===== config.mk =====
export PLATFORM = sky130hd
export DESIGN_NAME = wb_master_engine
export DESIGN_NICKNAME = d
export VERILOG_FILES = /design/src/rtl/wb_master_engine_pkg.sv /design/src/rtl/wb_cmd_fifo.sv /design/src/rtl/wb_master_engine.sv
export SDC_FILE = /design/constraint.sdc
export NUM_CORES = 1
export LEC_CHECK = 0
export CAP_MARGIN = 20
export CORE_UTILIZATION = 54
export CTS_BUF_LIST = sky130_fd_sc_hd__clkbuf_4 sky130_fd_sc_hd__clkbuf_8 sky130_fd_sc_hd__clkbuf_16
export CTS_CLUSTER_DIAMETER = 150
export DETAILED_ROUTE_END_ITERATION = 12
export PLACE_DENSITY = 0.79
export SYNTH_ARGS = -nofsm -noshare
export SYNTH_HDL_FRONTEND = slang
export SYNTH_SLANG_ARGS = --single-unit

===== constraint.sdc =====
create_clock -name clk -period 7.2 [get_ports clk]
set_input_delay 1.44 -clock clk [delete_from_list [all_inputs] [get_ports clk]]
set_output_delay 1.44 -clock clk [all_outputs]
set_load 0.02 [all_outputs]

===== src/rtl/wb_master_engine_pkg.sv =====
// Shared types and constants for the Wishbone classic-cycle master engine.
package wb_master_engine_pkg;

    typedef enum logic [1:0] {
        IDLE = 2'd0,
        BUS  = 2'd1,
        RSP  = 2'd2
    } state_e;

    localparam int unsigned TMO_CNT_W = 16;

    // Packed command word: {we, adr, dat, sel}.
    function automatic int unsigned cmd_width(input int unsigned aw, input int unsigned dw);
        return 1 + aw + dw + dw / 8;
    endfunction

endpackage


===== src/rtl/wb_cmd_fifo.sv =====
// Synchronous command FIFO; power-of-two depth, wrap-bit pointers, show-ahead read port.
module wb_cmd_fifo #(
    parameter int unsigned WIDTH = 8,
    parameter int unsigned DEPTH = 4
) (
    input  logic             clk,
    input  logic             rst,
    input  logic             push_i,
    input  logic [WIDTH-1:0] wdata_i,
    input  logic             pop_i,
    output logic [WIDTH-1:0] rdata_o,
    output logic             full_o,
    output logic             empty_o
);

    localparam int unsigned AW = $clog2(DEPTH);

    logic [WIDTH-1:0] mem_q [DEPTH];
    logic [AW:0]      wptr_q, wptr_d;
    logic [AW:0]      rptr_q, rptr_d;
    logic             do_push;
    logic             do_pop;

    // Extra MSB distinguishes full from empty when the index bits match.
    assign full_o  = (wptr_q[AW] != rptr_q[AW]) && (wptr_q[AW-1:0] == rptr_q[AW-1:0]);
    assign empty_o = (wptr_q == rptr_q);
    assign rdata_o = mem_q[rptr_q[AW-1:0]];

    always_comb begin
        do_push = push_i && !full_o;
        do_pop  = pop_i && !empty_o;
        wptr_d  = wptr_q + {{AW{1'b0}}, do_push};
        rptr_d  = rptr_q + {{AW{1'b0}}, do_pop};
    end

    always_ff @(posedge clk or posedge rst) begin
        if (rst) begin
            wptr_q <= '0;
            rptr_q <= '0;
        end else begin
            wptr_q <= wptr_d;
            rptr_q <= rptr_d;
        end
    end

    always_ff @(posedge clk) begin
        if (do_push) begin
            mem_q[wptr_q[AW-1:0]] <= wdata_i;
        end
    end

endmodule


===== src/rtl/wb_master_engine.sv =====
// Queued command engine issuing one Wishbone classic cycle at a time, with
// ERR/timeout reporting and a held response until consumed.
module wb_master_engine
    import wb_master_engine_pkg::*;
#(
    parameter int unsigned WB_ADDR_WIDTH  = 32,
    parameter int unsigned WB_DATA_WIDTH  = 32,
    parameter int unsigned CMD_FIFO_DEPTH = 4,
    parameter int unsigned TIMEOUT_CYCLES = 255
) (
    input  logic                       clk,
    input  logic                       rst,

    input  logic                       cmd_valid,
    output logic                       cmd_ready,
    input  logic                       cmd_we,
    input  logic [WB_ADDR_WIDTH-1:0]   cmd_adr,
    input  logic [WB_DATA_WIDTH-1:0]   cmd_dat,
    input  logic [WB_DATA_WIDTH/8-1:0] cmd_sel,

    output logic                       rsp_valid,
    input  logic                       rsp_ready,
    output logic [WB_DATA_WIDTH-1:0]   rsp_dat,
    output logic                       rsp_err,
    output logic                       rsp_timeout,

    output logic                       CYC,
    output logic                       STB,
    output logic                       WE,
    output logic [WB_ADDR_WIDTH-1:0]   ADR,
    output logic [WB_DATA_WIDTH-1:0]   DAT_W,
    output logic [WB_DATA_WIDTH/8-1:0] SEL,
    input  logic                       ACK,
    input  logic                       ERR,
    input  logic [WB_DATA_WIDTH-1:0]   DAT_R
);

    localparam int unsigned SelW = WB_DATA_WIDTH / 8;
    localparam int unsigned CmdW = cmd_width(WB_ADDR_WIDTH, WB_DATA_WIDTH);
    // Counter value at the start of the last permitted BUS cycle.
    localparam logic [TMO_CNT_W-1:0] TmoLast = TMO_CNT_W'(TIMEOUT_CYCLES - 1);

    logic [CmdW-1:0]          fifo_wdata;
    logic [CmdW-1:0]          fifo_rdata;
    logic                     fifo_full;
    logic                     fifo_empty;
    logic                     fifo_pop;

    logic                     head_we;
    logic [WB_ADDR_WIDTH-1:0] head_adr;
    logic [WB_DATA_WIDTH-1:0] head_dat;
    logic [SelW-1:0]          head_sel;

    state_e                   state_q, state_d;
    logic                     cyc_q, cyc_d;
    logic                     we_q, we_d;
    logic [WB_ADDR_WIDTH-1:0] adr_q, adr_d;
    logic [WB_DATA_WIDTH-1:0] dat_w_q, dat_w_d;
    logic [SelW-1:0]          sel_q, sel_d;
    logic [TMO_CNT_W-1:0]     cnt_q, cnt_d;
    logic                     rsp_valid_q, rsp_valid_d;
    logic                     rsp_err_q, rsp_err_d;
    logic                     rsp_timeout_q, rsp_timeout_d;
    logic [WB_DATA_WIDTH-1:0] rsp_dat_q, rsp_dat_d;

    logic                     ack_hit;
    logic                     err_hit;

    assign fifo_wdata = {cmd_we, cmd_adr, cmd_dat, cmd_sel};
    assign {head_we, head_adr, head_dat, head_sel} = fifo_rdata;

    wb_cmd_fifo #(
        .WIDTH (CmdW),
        .DEPTH (CMD_FIFO_DEPTH)
    ) u_cmd_fifo (
        .clk     (clk),
        .rst     (rst),
        .push_i  (cmd_valid),
        .wdata_i (fifo_wdata),
        .pop_i   (fifo_pop),
        .rdata_o (fifo_rdata),
        .full_o  (fifo_full),
        .empty_o (fifo_empty)
    );

    // Only a definite 1 terminates; X/Z on the slave lines is not a termination.
    assign ack_hit = (ACK === 1'b1);
    assign err_hit = (ERR === 1'b1);

    always_comb begin
        state_d       = state_q;
        cyc_d         = cyc_q;
        we_d          = we_q;
        adr_d         = adr_q;
        dat_w_d       = dat_w_q;
        sel_d         = sel_q;
        cnt_d         = cnt_q;
        rsp_valid_d   = rsp_valid_q;
        rsp_err_d     = rsp_err_q;
        rsp_timeout_d = rsp_timeout_q;
        rsp_dat_d     = rsp_dat_q;
        fifo_pop      = 1'b0;

        unique case (state_q)
            IDLE: begin
                if (!fifo_empty) begin
                    fifo_pop = 1'b1;
                    we_d     = head_we;
                    adr_d    = head_adr;
                    dat_w_d  = head_dat;
                    sel_d    = head_sel;
                    cyc_d    = 1'b1;
                    cnt_d    = '0;
                    state_d  = BUS;
                end
            end
            BUS: begin
                // Slave termination beats a coincident timeout; ERR beats ACK.
                if (ack_hit || err_hit) begin
                    cyc_d         = 1'b0;
                    rsp_valid_d   = 1'b1;
                    rsp_err_d     = err_hit;
                    rsp_timeout_d = 1'b0;
                    rsp_dat_d     = (!we_q && !err_hit) ? DAT_R : '0;
                    state_d       = RSP;
                end else if (cnt_q == TmoLast) begin
                    cyc_d         = 1'b0;
                    rsp_valid_d   = 1'b1;
                    rsp_err_d     = 1'b0;
                    rsp_timeout_d = 1'b1;
                    rsp_dat_d     = '0;
                    state_d       = RSP;
                end else begin
                    cnt_d = cnt_q + TMO_CNT_W'(1);
                end
            end
            RSP: begin
                if (rsp_ready) begin
                    rsp_valid_d   = 1'b0;
                    rsp_err_d     = 1'b0;
                    rsp_timeout_d = 1'b0;
                    rsp_dat_d     = '0;
                    state_d       = IDLE;
                end
            end
            default: begin
                state_d = IDLE;
            end
        endcase
    end

    always_ff @(posedge clk or posedge rst) begin
        if (rst) begin
            state_q       <= IDLE;
            cyc_q         <= 1'b0;
            we_q          <= 1'b0;
            adr_q         <= '0;
            dat_w_q       <= '0;
            sel_q         <= '0;
            cnt_q         <= '0;
            rsp_valid_q   <= 1'b0;
            rsp_err_q     <= 1'b0;
            rsp_timeout_q <= 1'b0;
            rsp_dat_q     <= '0;
        end else begin
            state_q       <= state_d;
            cyc_q         <= cyc_d;
            we_q          <= we_d;
            adr_q         <= adr_d;
            dat_w_q       <= dat_w_d;
            sel_q         <= sel_d;
            cnt_q         <= cnt_d;
            rsp_valid_q   <= rsp_valid_d;
            rsp_err_q     <= rsp_err_d;
            rsp_timeout_q <= rsp_timeout_d;
            rsp_dat_q     <= rsp_dat_d;
        end
    end

    assign cmd_ready   = !fifo_full;
    assign CYC         = cyc_q;
    assign STB         = cyc_q;
    assign WE          = we_q;
    assign ADR         = adr_q;
    assign DAT_W       = dat_w_q;
    assign SEL         = sel_q;
    assign rsp_valid   = rsp_valid_q;
    assign rsp_err     = rsp_err_q;
    assign rsp_timeout = rsp_timeout_q;
    assign rsp_dat     = rsp_dat_q;

endmodule


==> results of run 1 <==
-- Yosys cell counts, types with 4 or more instances --
master,count
ha_1,6
edfxtp_1,276
nand2_1,14
inv_1,9
a32o_1,33
mux4_2,69
a31oi_1,8
o21ai_0,6
dfrtp_1,129
buf_2,12
mux2i_1,5
nand3_1,6
buf_4,4
mux2_2,11
clkbuf_1,10
mux2_1,58
nand4_1,6
buf_6,12
nor3_1,4
and3_1,4
-- worst paths after layout --
check                                     startpoint                 endpoint  slack [ns]
min in group asynchronous                        rst               rsp_dat[3]        1.42
worst max register to register  u_cmd_fifo.rptr_q[1]  u_cmd_fifo.mem_q[2][38]        3.96
worst max-delay path            u_cmd_fifo.rptr_q[1]                cmd_ready        3.03
worst min-delay path                        DAT_W[4]                 DAT_W[4]        0.49
worst min register to register              DAT_W[4]                 DAT_W[4]        0.49
max in group asynchronous                        rst     u_cmd_fifo.rptr_q[1]        4.51
-- metal layers --
metal  routed length [um]  vias up  GRT usage (%)
met1                12400     4014          28.74
li1                     -     3420              -
met5                    0        -              0
met2                14530      303          35.00
met3                 2370       34          4.851
met4                  447        0          5.210
-- flip-flops by register name, indices dropped and copies added, names as in the netlist, 2 cells and up --
name,cells
state_q,2
SEL,4
ADR,32
u_cmd_fifo.wptr_q,3
u_cmd_fifo.rptr_q,3
rsp_dat,32
cnt_q,16
u_cmd_fifo.mem_q,276
DAT_W,32
-- where the power goes --
part	switching [mW]	internal (mW)
Combinational	1.28	1.32
Sequential	0.405	3.20
Clock	0.846	1.25
-- layout make-up --
cell class / count / area, um^2 / share of cell area, %
sequential: 405 / 11520 / 60.52
multi-input combinational: 271 / 3400 / 17.85
timing repair buffer: 223 / 2227 / 11.70
clock buffer: 58 / 1172 / 6.157
tap: 378 / 473.0 / 2.484
clock inverter: 17 / 192.7 / 1.012
inverter: 10 / 47.55 / 0.2497
antenna: 2 / 5.005 / 0.02628
-- per-stage QoR --
stage | setup WS (ns) | area [um^2] | power [mW]
after floorplan | 0.001201 | 15190 | 5.327
after global placement | 3.380 | 17640 | 6.187
final | 3.033 | 19040 | 8.312
after global routing | 2.938 | 19040 | 8.699
after CTS | 3.018 | 19010 | 8.403
after detailed placement | 3.561 | 17640 | 6.267
-- kinds of logic after synthesis --
kind of cell             count (synthesis)  share of synthesized area (%)
flip-flops                             405                          75.79
multiplexers                           143                          15.67
AO/OA/AOI/OAI                           63                          3.582
AND/OR/NAND/NOR                         54                          2.166
buffers and inverters                   48                          2.009
adder cells (fa/ha/maj)                  6                         0.4941
XOR/XNOR                                 5                         0.2883
==> flow_metrics.tcl, run 1 <==
set metrics [dict create \
    status "completed" \
    cts_tree "built" \
    synth_edf_count 276 \
    syn-num-nets 837 \
    crit_path_end_kind "output port" \
    synth_top_area_share_pct 54.55 \
    gp_congestion 0.8275 \
    rr_worst_depth 5 \
    cp_max_fo 71 \
    drive_above_1_share_pct 17.78 \
    via_per_inst 5.697 \
    vias 7771 \
    maxCapViolCount 0 \
    wl_um 29750 \
    first_iter_violations 637 \
    final_nets 1065 \
    grtUsageTotal_pct 21.16 \
    row_count 61 \
    crit_slowest_cell "dfrtp_4" \
    ir_drop_mv 0.2987 \
    required_ns 5.76 \
    clock_skew_ns 0.01148 \
    grt_pass1_vias 8077 \
    hold_class "reg -> reg" \
    rsz0062_at_grt "no" \
    crit_type "reg -> out" \
    cts_hold_buf 0 \
    relSlewSlack_pct 28.47 \
    die_w_um 169.7 \
    worst_pin_slew_ns 1.073 \
    dpl.cell_count 1286 \
    cts_resized 0 \
    cts_buffers 41 \
    ys_seq_area_share_pct 75.79 \
    setup_viol 0 \
    maxSlewViolCount 0 \
    utilization_pct 68.73 \
    cp_num_cells 3 \
    clockRootBuffer "clkbuf_16" \
    yosys.cell_types.count 49 \
    yosysTopAreaCell "edfxtp_1" \
    instances_no_fill 1364 \
    synthArstFlopShare_pct 31.85 \
    drtPass1Iterations 4 \
    drc_errors 0 \
    drtAntennaViolNets 0 \
    synth_area_um2 15190 \
    synth-warning-count 0 \
    fin_tns_setup_ns 0 \
    finalCritPeriodShare_pct 57.87 \
    final_cell_mix "edfxtp_1 (276), clkdlybuf4s50_1 (213), dfrtp_1 (127)" \
    p_per_area_nw_per_um2 436.5 \
    power_leakage_nw 6.769 \
    synth.avg_cell_area_um2 20.99 \
    max_stage_delay_ns 1.13 \
    die_h_um 169.7 \
    final_common_cell "edfxtp_1" \
    gr-total-overflow 0 \
    clock_sinks 405 \
    grt_max_degree 77 \
    n_fill_cell 1760 \
    wire_per_inst_um 21.81 \
    fin_crit_ns 4.167 \
    synth-seq-cells 405 \
    cpLargestDelayFamily "flip-flops" \
    timing.fmax_mhz 240.0 \
    arrival_ns 2.73 \
    worstSkewPairLatency_ns 0.53 \
    netlist_top_cells_area "edfxtp_1 (55%), dfrtp_1 (21%), mux4_2 (10%)" \
    portBuffers 213 \
    pin_count 214 \
    start_util_pct 54.84 \
    crit_buf_inv 1 \
    hold_viol_final 0 \
    worstPathCellList "xnor2_1, nand3b_1, clkdlybuf4s50_1" \
    dieArea_um2 28810 \
    clkSlewWorstSetupHoldPaths_ns 0.06 \
    clockBufferDepth 3 \
    worstHoldPathCells 1 \
    netlist_instances 724 \
    yosys_most_used_dff "edfxtp_1" \
    hold_slack_ns 0.4869 \
    worstSetupStartpointType "flip-flop" \
    grt_pass1_wl_um 45640 \
    antenna_found_initial 2 \
    dp_hpwl_um 17070 \
    h-tree-depth 2 \
    postCtsSetupBuffers 0 \
    core_um2 27710 \
    area_delta_synth_final_pct 25.31 \
]
(Power assumes the default switching activity.)
==> run 2: changes to the inputs <==
- clock period: 7.2 -> 4 ns (I/O delays scaled with it)
==> run 2 against run 1 <==
- combinational power up 92%
- clock power increased by 74%
- register-to-register slack got worse by 2.8 ns
- sequential share of layout area shrank 0.21 points
- total power up 80%
- cell count increased by 0.37%
- worst setup slack got worse by 2.2 ns
- sequential cell count did not move
- clock-buffer cell count unchanged
- global-route usage rose by 0.28 points
- largest power group unchanged
==> flow_metrics.tcl, run 2 (synthesized netlist as in run 1, its figures left out) <==
set metrics [dict create \
    status "completed" \
    p_sw_share_pct 30.69 \
    p_int_mw 10.38 \
    seq_power_share_pct 42.2 \
    p_total_mw 14.97 \
    grt_max_degree 71 \
    grt_pass1_wl_um 46390 \
    rsz0062_at_grt "no" \
    wl_um 29960 \
    final_nets 1072 \
    fin_tns_setup_ns 0 \
    hold_class "reg -> reg" \
    p_per_area_nw_per_um2 783.5 \
    crit_path_end_kind "output port" \
    required_ns 3.20 \
    h-tree-depth 2 \
    timing.fmax_mhz 318.5 \
    maxCapViolCount 0 \
    drive_above_1_share_pct 17.78 \
    dpl_worst_slack_ns 1.007 \
    arrival_ns 2.34 \
    dp_hpwl_um 17860 \
    setup_slack_ns 0.8601 \
    dpl.cell_count 1294 \
    clockRootBuffer "clkbuf_16" \
    gr-total-overflow 0 \
    worstSetupStartpointType "flip-flop" \
    finalCritPeriodShare_pct 78.50 \
    final_common_cell "edfxtp_1" \
    first_iter_violations 498 \
    drtAntennaViolNets 0 \
    relSlewSlack_pct 27.16 \
    gp_congestion 0.8233 \
    maxSlewViolCount 0 \
    postCtsSetupBuffers 0 \
    grtUsageTotal_pct 21.45 \
    clkSlewWorstSetupHoldPaths_ns 0.06 \
    clockBufferDepth 3 \
    antenna_found_initial 1 \
    clock_sinks 405 \
    r2r_setup_slack_ns 1.18 \
    p_switching_mw 4.595 \
    worstSkewPairLatency_ns 0.53 \
    largest_reg_flops 276 \
    die_w_um 169.7 \
    die_h_um 169.7 \
    combPwrFrac_pct 33.4 \
    clock_skew_ns 0.01627 \
    worst_pin_slew_ns 1.093 \
    drc_errors 0 \
    hold_viol_final 0 \
    area_delta_synth_final_pct 25.76 \
    row_count 61 \
    pin_count 214 \
    power_leakage_nw 6.794 \
    cts_hold_buf 0 \
    portBuffers 213 \
    vias 7734 \
    cts_tree "built" \
    instances_no_fill 1369 \
    wire_per_inst_um 21.88 \
    setup_viol 0 \
    core_um2 27710 \
    cts_buffers 41 \
    start_util_pct 54.84 \
    dieArea_um2 28810 \
    cts_resized 0 \
    ir_drop_mv 0.4657 \
    final_cell_mix "edfxtp_1 (276), clkdlybuf4s50_1 (213), dfrtp_1 (127)" \
    via_per_inst 5.649 \
    grt_pass1_vias 8203 \
    hold_slack_ns 0.4840 \
    drtPass1Iterations 4 \
    p_clk_share_pct 24.4 \
    fin_crit_ns 3.140 \
    crit_type "reg -> out" \
    cp_max_fo 31 \
]
==> run 2: area by class of cell <==
class	count	area [um^2]
diodes	1	2.502
clock buffers	58	1166
clock inverters	16	131.4
fillers	1783	8597
inverters	10	46.29
multi-input cells	271	3418
flip-flops and latches	405	11520
well taps	378	473.0
repair buffers	230	2347
==> run 2: worst max-delay path, stage by stage, from the launching register on <==
cell             delay (ns)
dfrtp_4                0.85
xnor2_1                0.19
nand3b_1               0.14
clkdlybuf4s50_1        0.64
==> run 2: power groups by stage <==
stage | Combinational (mW) | Clock (mW) | Sequential, mW
2_1_floorplan | 2.78 | 0 | 6.78
3_3_place_gp | 4.94 | 0 | 6.34
3_5_place_dp | 5.07 | 0 | 6.40
4_1_cts | 5.09 | 3.73 | 6.34
5_1_grt | 5.35 | 3.89 | 6.45
6_report | 5.00 | 3.66 | 6.32
==> run 2: worst paths after layout <==
kind	start	endpoint	cells after the start
worst max-delay path	u_cmd_fifo.rptr_q[0]	cmd_ready	3
worst min-delay path	DAT_W[23]	DAT_W[23]	1
worst max register to register	u_cmd_fifo.rptr_q[0]	ADR[20]	5
worst min register to register	DAT_W[23]	DAT_W[23]	1
max in group asynchronous	rst	ADR[18]	3
min in group asynchronous	rst	ADR[3]	2
==> run 2: layer usage <==
metal,routed length (um),vias up,GRT usage [%]
met3,2623,41,7.253
met1,12150,4004,27.71
met2,14690,251,35.26
li1,-,3438,-
met5,0,-,0
met4,497,0,5.053
==> run 2: through the flow <==
stage | util (%) | cell area (um^2)
CTS | 68.96 | 19110
global placement | 64.28 | 17810
finish | 68.97 | 19110
global route | 68.96 | 19110
detailed placement | 64.28 | 17810
floorplan | - | 15230
==> run 3: changes to the inputs <==
- CORE_UTILIZATION: 54 -> 49
- PLACE_DENSITY: 0.79 -> 0.76
- clock period: 4 -> 2.8 ns (I/O delays scaled with it)
==> run 3 against run 2 <==
- utilization shrank 5.8 points
- cell count is 1.8% higher
- global-route usage fell by 2.3 points
- worst setup slack lost 0.63 ns
- sequential power is 41% higher
- critical endpoint unchanged
- via count is 1.2% higher
- clock-buffer cell count is 3 higher
- wire length is 0.70% lower
- die area increased by 10%
- final area increased by 0.89%
- sequential cell count did not move
- register-to-register slack got worse by 0.53 ns
==> flow_metrics.tcl, run 3 (synthesized netlist as in run 1, its figures left out) <==
set metrics [dict create \
    grt_max_degree 71 \
    clock_skew_ns 0.01248 \
    cp_num_cells 3 \
    worst_pin_slew_ns 1.065 \
    clkSlewWorstSetupHoldPaths_ns 0.06 \
    seq_power_share_pct 41.2 \
    postCtsSetupBuffers 0 \
    crit_slowest_cell "clkdlybuf4s50_1" \
    p_per_area_nw_per_um2 1118 \
    antenna_found_initial 1 \
    power_leakage_nw 6.861 \
    hold_viol_final 0 \
    cts_hold_buf 0 \
    die_h_um 178.1 \
    final_nets 1077 \
    core_um2 30510 \
    clockRootBuffer "clkbuf_16" \
    gp_congestion 0.7852 \
    rr_startpoint "u_cmd_fifo.rptr_q[1]" \
    cpLargestDelayFamily "buffers and inverters" \
    worstPathCellList "xnor2_1, nand3b_1, clkdlybuf4s50_1" \
    maxSlewViolCount 0 \
    p_int_mw 14.98 \
    vias 7828 \
    hold_slack_ns 0.3571 \
    first_iter_violations 467 \
    wl_um 29750 \
    portBuffers 213 \
    via_per_inst 5.620 \
    crit_type "reg -> out" \
    status "completed" \
    ir_drop_mv 0.7175 \
    grt_pass1_vias 8077 \
    gr-total-overflow 0 \
    row_count 64 \
    cp_max_fo 2 \
    finalCritPeriodShare_pct 91.68 \
    die_w_um 178.1 \
    largest_reg_flops 276 \
    utilization_pct 63.19 \
    fin_crit_ns 2.567 \
    setup.worst_path.start "u_cmd_fifo.rptr_q[0]" \
    arrival_ns 2.01 \
    dp_hpwl_um 17740 \
    p_switching_mw 6.577 \
    p_sw_share_pct 30.51 \
    max_stage_delay_ns 0.59 \
    dieArea_um2 31720 \
    rr_worst_depth 3 \
    area_delta_synth_final_pct 26.88 \
    grt_pass1_wl_um 45710 \
    clock_sinks 405 \
    fin_tns_setup_ns 0 \
    drive_above_1_share_pct 19.18 \
    final_area_um2 19280 \
    cts_buffers 41 \
    worstSetupStartpointType "flip-flop" \
    timing.rr.end "ADR[28]" \
    placed_area_um2 17940 \
    wire_per_inst_um 21.36 \
    clockBufferDepth 3 \
    final_common_cell "edfxtp_1" \
    hold_class "in -> async" \
    final_cell_mix "edfxtp_1 (276), clkdlybuf4s50_1 (213), dfrtp_1 (125)" \
    crit_buf_inv 1 \
    h-tree-depth 2 \
    required_ns 2.24 \
    p_clk_share_pct 24.6 \
    pin_count 214 \
    p_total_mw 21.56 \
    crit_path_end_kind "output port" \
    cts_resized 0 \
    start_util_pct 49.80 \
    cts_tree "built" \
    drc_errors 0 \
    drtPass1Iterations 5 \
    worstSkewPairLatency_ns 0.53 \
    setup_viol 0 \
    combPwrFrac_pct 34.2 \
    rsz0062_at_grt "no" \
    maxCapViolCount 0 \
    grtUsageTotal_pct 19.10 \
    r2r_setup_slack_ns 0.65 \
    relSlewSlack_pct 28.99 \
    timing.fmax_mhz 389.5 \
    drtAntennaViolNets 0 \
]
==> run 3: cell count changes in the layout (fill, tap and decap cells not counted), sizes merged <==
| cell | change |
|---|---|
| bufinv | -1 |
| clkinvlp | +1 |
| buf | +5 |
| inv | -2 |
| clkbuf | +3 |
==> run 3: power groups by stage <==
stage	Clock, mW	Sequential [mW]	Combinational, mW
detailed placement	0	9.01	7.49
CTS	5.42	8.91	7.52
global placement	0	8.92	7.37
global route	5.63	9.05	7.92
finish	5.30	8.89	7.37
floorplan	0	9.68	3.99
==> run 3: metrics by stage <==
step,cells,worst slack (ns)
2_1_floorplan,724,-0.4779
3_3_place_gp,1317,0.5199
3_5_place_dp,1317,0.4808
4_1_cts,1392,0.2028
5_1_grt,1392,0.1645
6_report,1393,0.2328
==> run 3: metal layers <==
metal  track usage, %  up-vias  part of all wire, %
met5                0        -                    0
met4            5.413        0                  2.0
met3            4.113       45                  7.0
met2            31.49      268                   50
met1            25.73     4071                   41
li1                 -     3444                    -
==> run 3: worst max path at each step <==
stage	end	slack [ns]
2_1_floorplan	u_cmd_fifo.mem_q[1][0]	-0.48
3_3_place_gp	cnt_q[4]	0.52
3_5_place_dp	cnt_q[6]	0.48
4_1_cts	cmd_ready	0.20
5_1_grt	cmd_ready	0.16
6_report	cmd_ready	0.23
==> run 3: final cells by class <==
| cell class | count | area [um^2] |
|---|---|---|
| Antenna cell | 1 | 2.502 |
| Clock buffer | 61 | 1212 |
| Clock inverter | 14 | 127.6 |
| Fill cell | 2115 | 11230 |
| Inverter | 10 | 46.29 |
| Multi-Input combinational cell | 271 | 3421 |
| Sequential cell | 405 | 11530 |
| Tap cell | 396 | 495.5 |
| Timing Repair Buffer | 235 | 2447 |
